**src/rtl/serial_sub_ctrl.sv**
```systemverilog
// Bit-serial unsigned subtractor: one full-subtractor stage processes a-b-bin
// LSB first, one bit per clock, with an IDLE/RUN/DONE handshake.
module serial_sub_ctrl #(
  parameter int unsigned WIDTH = 8
) (
  input  logic             clk,
  input  logic             rst,
  input  logic             start,
  input  logic [WIDTH-1:0] a,
  input  logic [WIDTH-1:0] b,
  input  logic             bin,
  output logic             ready,
  output logic             busy,
  output logic             done,
  output logic [WIDTH-1:0] diff,
  output logic             bout
);

  localparam int unsigned CNT_W = (WIDTH > 1) ? $clog2(WIDTH) : 1;

  localparam logic [1:0] ST_IDLE = 2'd0;
  localparam logic [1:0] ST_RUN  = 2'd1;
  localparam logic [1:0] ST_DONE = 2'd2;

  logic [1:0]       r_state;
  logic [1:0]       w_state_next;
  logic [WIDTH-1:0] r_a;
  logic [WIDTH-1:0] r_b;
  logic [WIDTH-1:0] r_acc;
  logic             r_br;
  logic [CNT_W-1:0] r_cnt;
  logic [WIDTH-1:0] r_diff;
  logic             r_bout;

  logic w_ai;
  logic w_bi;
  logic w_d;
  logic w_br_next;
  logic w_last;

  // Single full-subtractor stage on the current LSBs.
  assign w_ai      = r_a[0];
  assign w_bi      = r_b[0];
  assign w_d       = w_ai ^ w_bi ^ r_br;
  assign w_br_next = (~w_ai & w_bi) | (~w_ai & r_br) | (w_bi & r_br);
  assign w_last    = (r_cnt == CNT_W'(WIDTH - 1));

  always_ff @(posedge clk) begin
    if (rst) begin
      r_state <= ST_IDLE;
    end else begin
      r_state <= w_state_next;
    end
  end

  always_comb begin
    w_state_next = r_state;
    case (r_state)
      ST_IDLE: if (start) w_state_next = ST_RUN;
      ST_RUN:  if (w_last) w_state_next = ST_DONE;
      ST_DONE: w_state_next = ST_IDLE;
      default: w_state_next = ST_IDLE;
    endcase
  end

  // Operand capture and serial datapath; result registers only load on the last bit.
  always_ff @(posedge clk) begin
    if (rst) begin
      r_a    <= '0;
      r_b    <= '0;
      r_acc  <= '0;
      r_br   <= 1'b0;
      r_cnt  <= '0;
      r_diff <= '0;
      r_bout <= 1'b0;
    end else begin
      case (r_state)
        ST_IDLE: begin
          if (start) begin
            r_a   <= a;
            r_b   <= b;
            r_br  <= bin;
            r_acc <= '0;
            r_cnt <= '0;
          end
        end
        ST_RUN: begin
          r_a   <= r_a >> 1;
          r_b   <= r_b >> 1;
          r_br  <= w_br_next;
          r_acc <= {w_d, r_acc[WIDTH-1:1]};
          if (w_last) begin
            r_diff <= {w_d, r_acc[WIDTH-1:1]};
            r_bout <= w_br_next;
          end else begin
            r_cnt <= r_cnt + CNT_W'(1);
          end
        end
        default: ;
      endcase
    end
  end

  assign ready = (r_state == ST_IDLE);
  assign busy  = (r_state == ST_RUN);
  assign done  = (r_state == ST_DONE);
  assign diff  = r_diff;
  assign bout  = r_bout;

endmodule

```
**config.mk**
```make
export PLATFORM = sky130hd
export DESIGN_NAME = serial_sub_ctrl
export DESIGN_NICKNAME = d
export VERILOG_FILES = /design/src/rtl/serial_sub_ctrl.sv
export SDC_FILE = /design/constraint.sdc
export NUM_CORES = 1
export LEC_CHECK = 0
export ABC_AREA = 1
export CAP_MARGIN = 20
export CORE_MARGIN = 2
export CORE_UTILIZATION = 39
export CTS_BUF_LIST = sky130_fd_sc_hd__clkbuf_4 sky130_fd_sc_hd__clkbuf_8 sky130_fd_sc_hd__clkbuf_16
export CTS_CLUSTER_SIZE = 25
export DETAILED_ROUTE_END_ITERATION = 12
export GPL_ROUTABILITY_DRIVEN = 0
export GPL_TIMING_DRIVEN = 0
export MAX_ROUTING_LAYER = met4
export PLACE_DENSITY = 0.7
export SLEW_MARGIN = 20
export SYNTH_ARGS = -nofsm -noshare
export SYNTH_HDL_FRONTEND = slang
export SYNTH_SLANG_ARGS = --single-unit
export TNS_END_PERCENT = 1
```
**constraint.sdc**
```tcl
create_clock -name clk -period 1.9 [get_ports clk]
set_input_delay 0.285 -clock clk [delete_from_list [all_inputs] [get_ports clk]]
set_output_delay 0.285 -clock clk [all_outputs]
set_load 0.01 [all_outputs]
```
== Word-level counts from Yosys, hierarchy flattened ==
Index checks and enable logic that the tools add are counted.

* $add $sub $neg: 1
* Order comparisons: 0
* Bitwise gates (word level): 8
* Divide/modulo/power cells: 0
* Mux-type cells: 14
* Shift-type cells: 0
* Reduce and logical (&&, ||, !) cells: 6
* Eq/ne operators: 6
* $mul: 0

{| class="wikitable"
|+ Operators with widths
! operator !! count
|-
| one-hot mux 8 bit (2 select lines) || 3
|-
| 2-to-1 mux 8 bit || 3
|-
| 2-to-1 mux 3 bit || 2
|-
| one-hot mux 3 bit (2 select lines) || 1
|-
| AND reduction 2 bit || 3
|-
| 2-to-1 mux 2 bit || 2
|-
| inequality test 2 bit, second input constant || 2
|-
| one-hot mux 2 bit (2 select lines) || 1
|-
| adder 3 x 1 -> 3 bit, second input constant || 1
|-
| bitwise AND 1 bit || 3
|-
| equality test 3 bit, second input constant || 1
|-
| AND reduction 3 bit || 1
|-
| equality test 2 x 1 -> 1 bit, second input constant || 1
|-
| equality test 2 bit, second input constant || 1
|-
| zero test 2 bit || 1
|-
| inequality test 2 x 1 -> 1 bit, second input constant || 1
|-
| OR 1 bit || 2
|-
| one-hot mux 1 bit (2 select lines) || 1
|-
| nonzero test 2 bit || 1
|-
| bitwise XOR 1 bit || 2
|-
| 2-to-1 mux 1 bit || 1
|-
| inverter 1 bit || 1
|}

* Bits in latches: 0
* Memories: 0
* Word-level logic and storage cells: 43
* Output and inout bits: 12
* Bits in registers: 39
* Bits in read-only memories: 0
* Input port bits: 20
* Bits in writable memories: 0

== Depth between registers and ports, before layout ==
* Depth after elaboration: 5
* Gate-level depth with buffers: 8
* Mapped depth without buffers: 8

== Least setup slack after synthesis ==
No wires, ideal clock.

* Kind: register to register
* Start: register r_a[0]
* End: register r_acc[7]
* Period minus slack after synthesis: 1.297 ns
* Arrival: 1.231 ns
* Slack: 0.603 ns
* Required time: 1.834 ns
* Stages on the path, launching flop included: 5
* Buffers on the path: 0
* Setup time: 0.066 ns
* Cell sequence: dfxtp_1 > inv_1 > fa_1 > or2_2 > a21oi_2

* Cells in the longest elaborated chain, start to end: 3

{| class="wikitable"
|+ Ends and longest elaborated chain
! item !! line !! text
|-
| start, declared || 27 || <nowiki>logic [WIDTH-1:0] r_a;</nowiki>
|-
| start signal, assigned || 88 || <nowiki>r_a <= r_a >> 1;</nowiki>
|-
| bitwise XOR 1 bit (2 in a row) || 44 || <nowiki>assign w_d = w_ai ^ w_bi ^ r_br;</nowiki>
|-
| one-hot mux 8 bit (2 select lines) || 77 || <nowiki>case (r_state)</nowiki>
|-
| end signal, assigned || 91 || <nowiki>r_acc <= {w_d, r_acc[WIDTH-1:1]};</nowiki>
|-
| end, declared || 29 || <nowiki>logic [WIDTH-1:0] r_acc;</nowiki>
|}

Every way passes these cells.
A chain may end at the register's enable or synchronous reset.

== Worst setup path after layout ==
* Start: register r_state[0]
* End: output busy

* Cells in the longest elaborated chain, start to end: 1

{| class="wikitable"
|+ Ends and longest elaborated chain
! item !! line !! text
|-
| start, declared || 25 || <nowiki>logic [1:0] r_state;</nowiki>
|-
| start signal, assigned || 52 || <nowiki>r_state <= w_state_next;</nowiki>
|-
| equality test 2 x 1 -> 1 bit || 105 || <nowiki>assign busy = (r_state == ST_RUN);</nowiki>
|-
| end, declared || 13 || <nowiki>output logic busy,</nowiki>
|}

Every way passes these cells.

==> results.json <==
{
  "cts.path.max_buffers": 2,
  "synth_top_family_by_area": "simple AND/OR/NAND/NOR gates",
  "path_clk_slew_ns": 0.07,
  "area_growth_pct": 26.57,
  "syn_nets": 262,
  "pre_cts_ws_ns": 0.1810,
  "synth_fa_ha_area_frac": 0.02592,
  "coreArea_mm2": 0.004324,
  "numCtsBuffers": 5,
  "cpPeakStageDelay_ns": 0.54,
  "dp_hpwl_um": 2579,
  "cts_tree": "built",
  "async_reset_ff_frac": 0,
  "drt-total-wl_um": 3553,
  "viasPerCell": 4.751,
  "initial_utilization": 0.4019,
  "crit_type": "flip-flop to output port",
  "fin_nets": 300,
  "hold_class": "primary input to flip-flop",
  "cp_num_buf_inv": 3,
  "intPower_w": 0.001174,
  "yosys.area.top_type": "dfxtp_1",
  "synth_cells": 239,
  "synth-simple-area-share": 0.3916,
  "required_ns": 1.62,
  "drive_gt1_frac": 0.1372,
  "cts_num_sinks": 38,
  "clock_power_share": 0.329,
  "vdd_drop_max_mv": 0.4055,
  "yosysTopAreaCellShare": 0.4377,
  "vias": 1563,
  "ys_types": 24,
  "cp_top_family": "buffers and inverters",
  "first_global_vias": 1420,
  "static-leakage-power_nw": 0.9757,
  "io_buffers": 29,
  "die-area_mm2": 0.005006,
  "fin_hold_ws_ns": 0.2846,
  "synth_ff_type": "dfxtp_1",
  "finClkSkew_ns": 0.005935,
  "grt_pass1_wl_um": 6141,
  "total_power_w": 0.001582,
  "startpoint_type": "flip-flop",
  "yosysSeqAreaShare": 0.4377,
  "ys_top_cells_by_area": "dfxtp_1 (44%), nand2_1 (13%), nand3_1 (12%), nor2_1 (7.3%), inv_1 (4.5%)",
  "gr-usage-all-layers": 0.1582,
  "first_pass_iters": 5,
  "p_sw_frac": 0.2577,
  "min_period_ns": 1.841,
  "drt_iter0_drc": 74,
  "die_w_um": 70.76,
  "layout_setup_ws_ns": 0.05856,
  "htreeDepth": 2,
  "overflow": 0,
  "wl_per_cell_um": 10.80,
  "p_comb_frac": 0.139,
  "die_y_um": 70.76,
  "antenna_found_initial": 0,
  "ys_seq_elements": 38,
  "syn_area_per_cell_um2": 7.272,
  "antenna_left": 0,
  "grt_max_degree": 12,
  "slew_headroom": 0.6889,
  "status": "finished clean",
  "synth_compound_area_frac": 0.04392,
  "synth_common_cells": "nand2_1 (60), nand3_1 (43), dfxtp_1 (38)",
  "drv_cap": 0,
  "synth.area.mux_share": 0,
  "synth-edff-count": 0,
  "antenna_cells": 0,
  "fin_crit_sh": 0.9692,
  "synth_area_mm2": 0.001738,
  "rows": 24,
  "clock.fmax_mhz": 543.1,
  "cts_root_buffer": "clkbuf_8",
  "worst_pin_slew_ns": 0.4667,
  "clk-insertion-delay-late_ns": 0.29,
  "drc_errors": 0,
  "arrival_ns": 1.56,
  "setup_viol": 0,
  "worstPathCellList": "inv_1 > nor2_4 > buf_6 > clkdlybuf4s50_1",
  "hold_violations": 0,
  "power.switching_w": 0.0004076,
  "synth-xor-area-share": 0,
  "cp-end-kind": "output port",
  "powerDensity_mw_per_mm2": 719.1,
  "io_pins": 32,
  "ys.warnings.count": 0,
  "cp_max_fo": 10,
  "crit_path_top_delay_cell": "clkdlybuf4s50_1",
  "slew_violations": 0,
  "yosys.cell_count.top_type": "nand2_1",
  "seqPwrFrac": 0.533
}
==> power by group through the flow <==
stage | Combinational [W] | Sequential (W) | Clock (W)
finish | 0.000219 | 0.000843 | 0.000520
global route | 0.000248 | 0.000846 | 0.000563
CTS | 0.000218 | 0.000843 | 0.000531
detailed placement | 0.000213 | 0.000861 | 0
global placement | 0.000211 | 0.000860 | 0
floorplan | 0.000140 | 0.000857 | 0
==> cells by family after synthesis <==
logic type	Yosys count
AOI/OAI and AO/OA	13
adders and majority gates	3
buffers and inverters	36
DFF	38
and+or+nand+nor	149
==> path summary, 6_finish.rpt <==
path | start | to | slack, ns | depth (start not counted)
setup / recovery | r_state[0] | busy | 0.06 | 4
hold / removal | rst | r_acc[7] | 0.28 | 2
setup reg to reg | r_cnt[0] | diff[6] | 0.45 | 8
hold reg to reg | r_acc[5] | diff[4] | 0.47 | 2
==> worst register-to-register path, delay by kind of cell (launching register included) <==
kind,cells,cell delay [ns]
simple gates,4,0.32
buf+inv,2,0.28
flops,1,0.33
fa+ha+maj,2,0.41
==> metrics by stage <==
stage,utilization,cell area [um2],cells,setup TNS [ns]
6_report,0.5087,2200,329,0
4_1_cts,0.5069,2192,328,-0.001187
5_1_grt,0.5087,2200,329,-0.001607
3_5_place_dp,0.4841,2093,320,0
2_1_floorplan,-,1738,239,0
3_3_place_gp,0.4841,2093,320,0
==> repair_timing <==
action / in CTS / in global routing
hold buffers: 0 / 0
pin swaps: 1 / 1
endpoints found under the hold margin: 0 / 0
gates resized for setup: 4 / 0
setup endpoints to repair: 2 / 1
setup buffers: 1 / 1
==> cell type report <==
type                    count  area, um2
fillers                   443       2125
multi-input cells         165      807.0
flip-flops and latches     38      764.5
repair buffers             31      305.3
inverters                  24      90.09
plain buffers              12      88.84
clock buffers               5      68.82
well taps                  52      65.06
clock inverters             2      10.01
==> layout by cell type (no fill, tap or decap), types with 5 or more instances in the layout <==
cell             Yosys  routed
nand3_2              6       6
clkdlybuf4s50_1      0      29
a21oi_1              6       6
buf_2                5       5
buf_4                4       5
nand2_1             60      60
inv_1               21      21
nand3_1             43      43
dfxtp_1             38      37
nor2_1              34      34
clkbuf_8             0       5
==> registers in the layout (all words and copies together) (netlist names) <==
name     cells
bout         1
r_b          8
r_br         1
diff         8
r_acc        7
r_state      2
r_a          8
r_cnt        3
==> layer usage <==
metal / part of all wire / vias up / global-route usage
met5: 0 / - / -
met4: 0.019 / 0 / 0.06918
met3: 0.057 / 6 / 0.04274
met2: 0.45 / 34 / 0.2461
met1: 0.48 / 700 / 0.1929
li1: - / 823 / -
No activity file was read; power rests on OpenSTA's default activity.
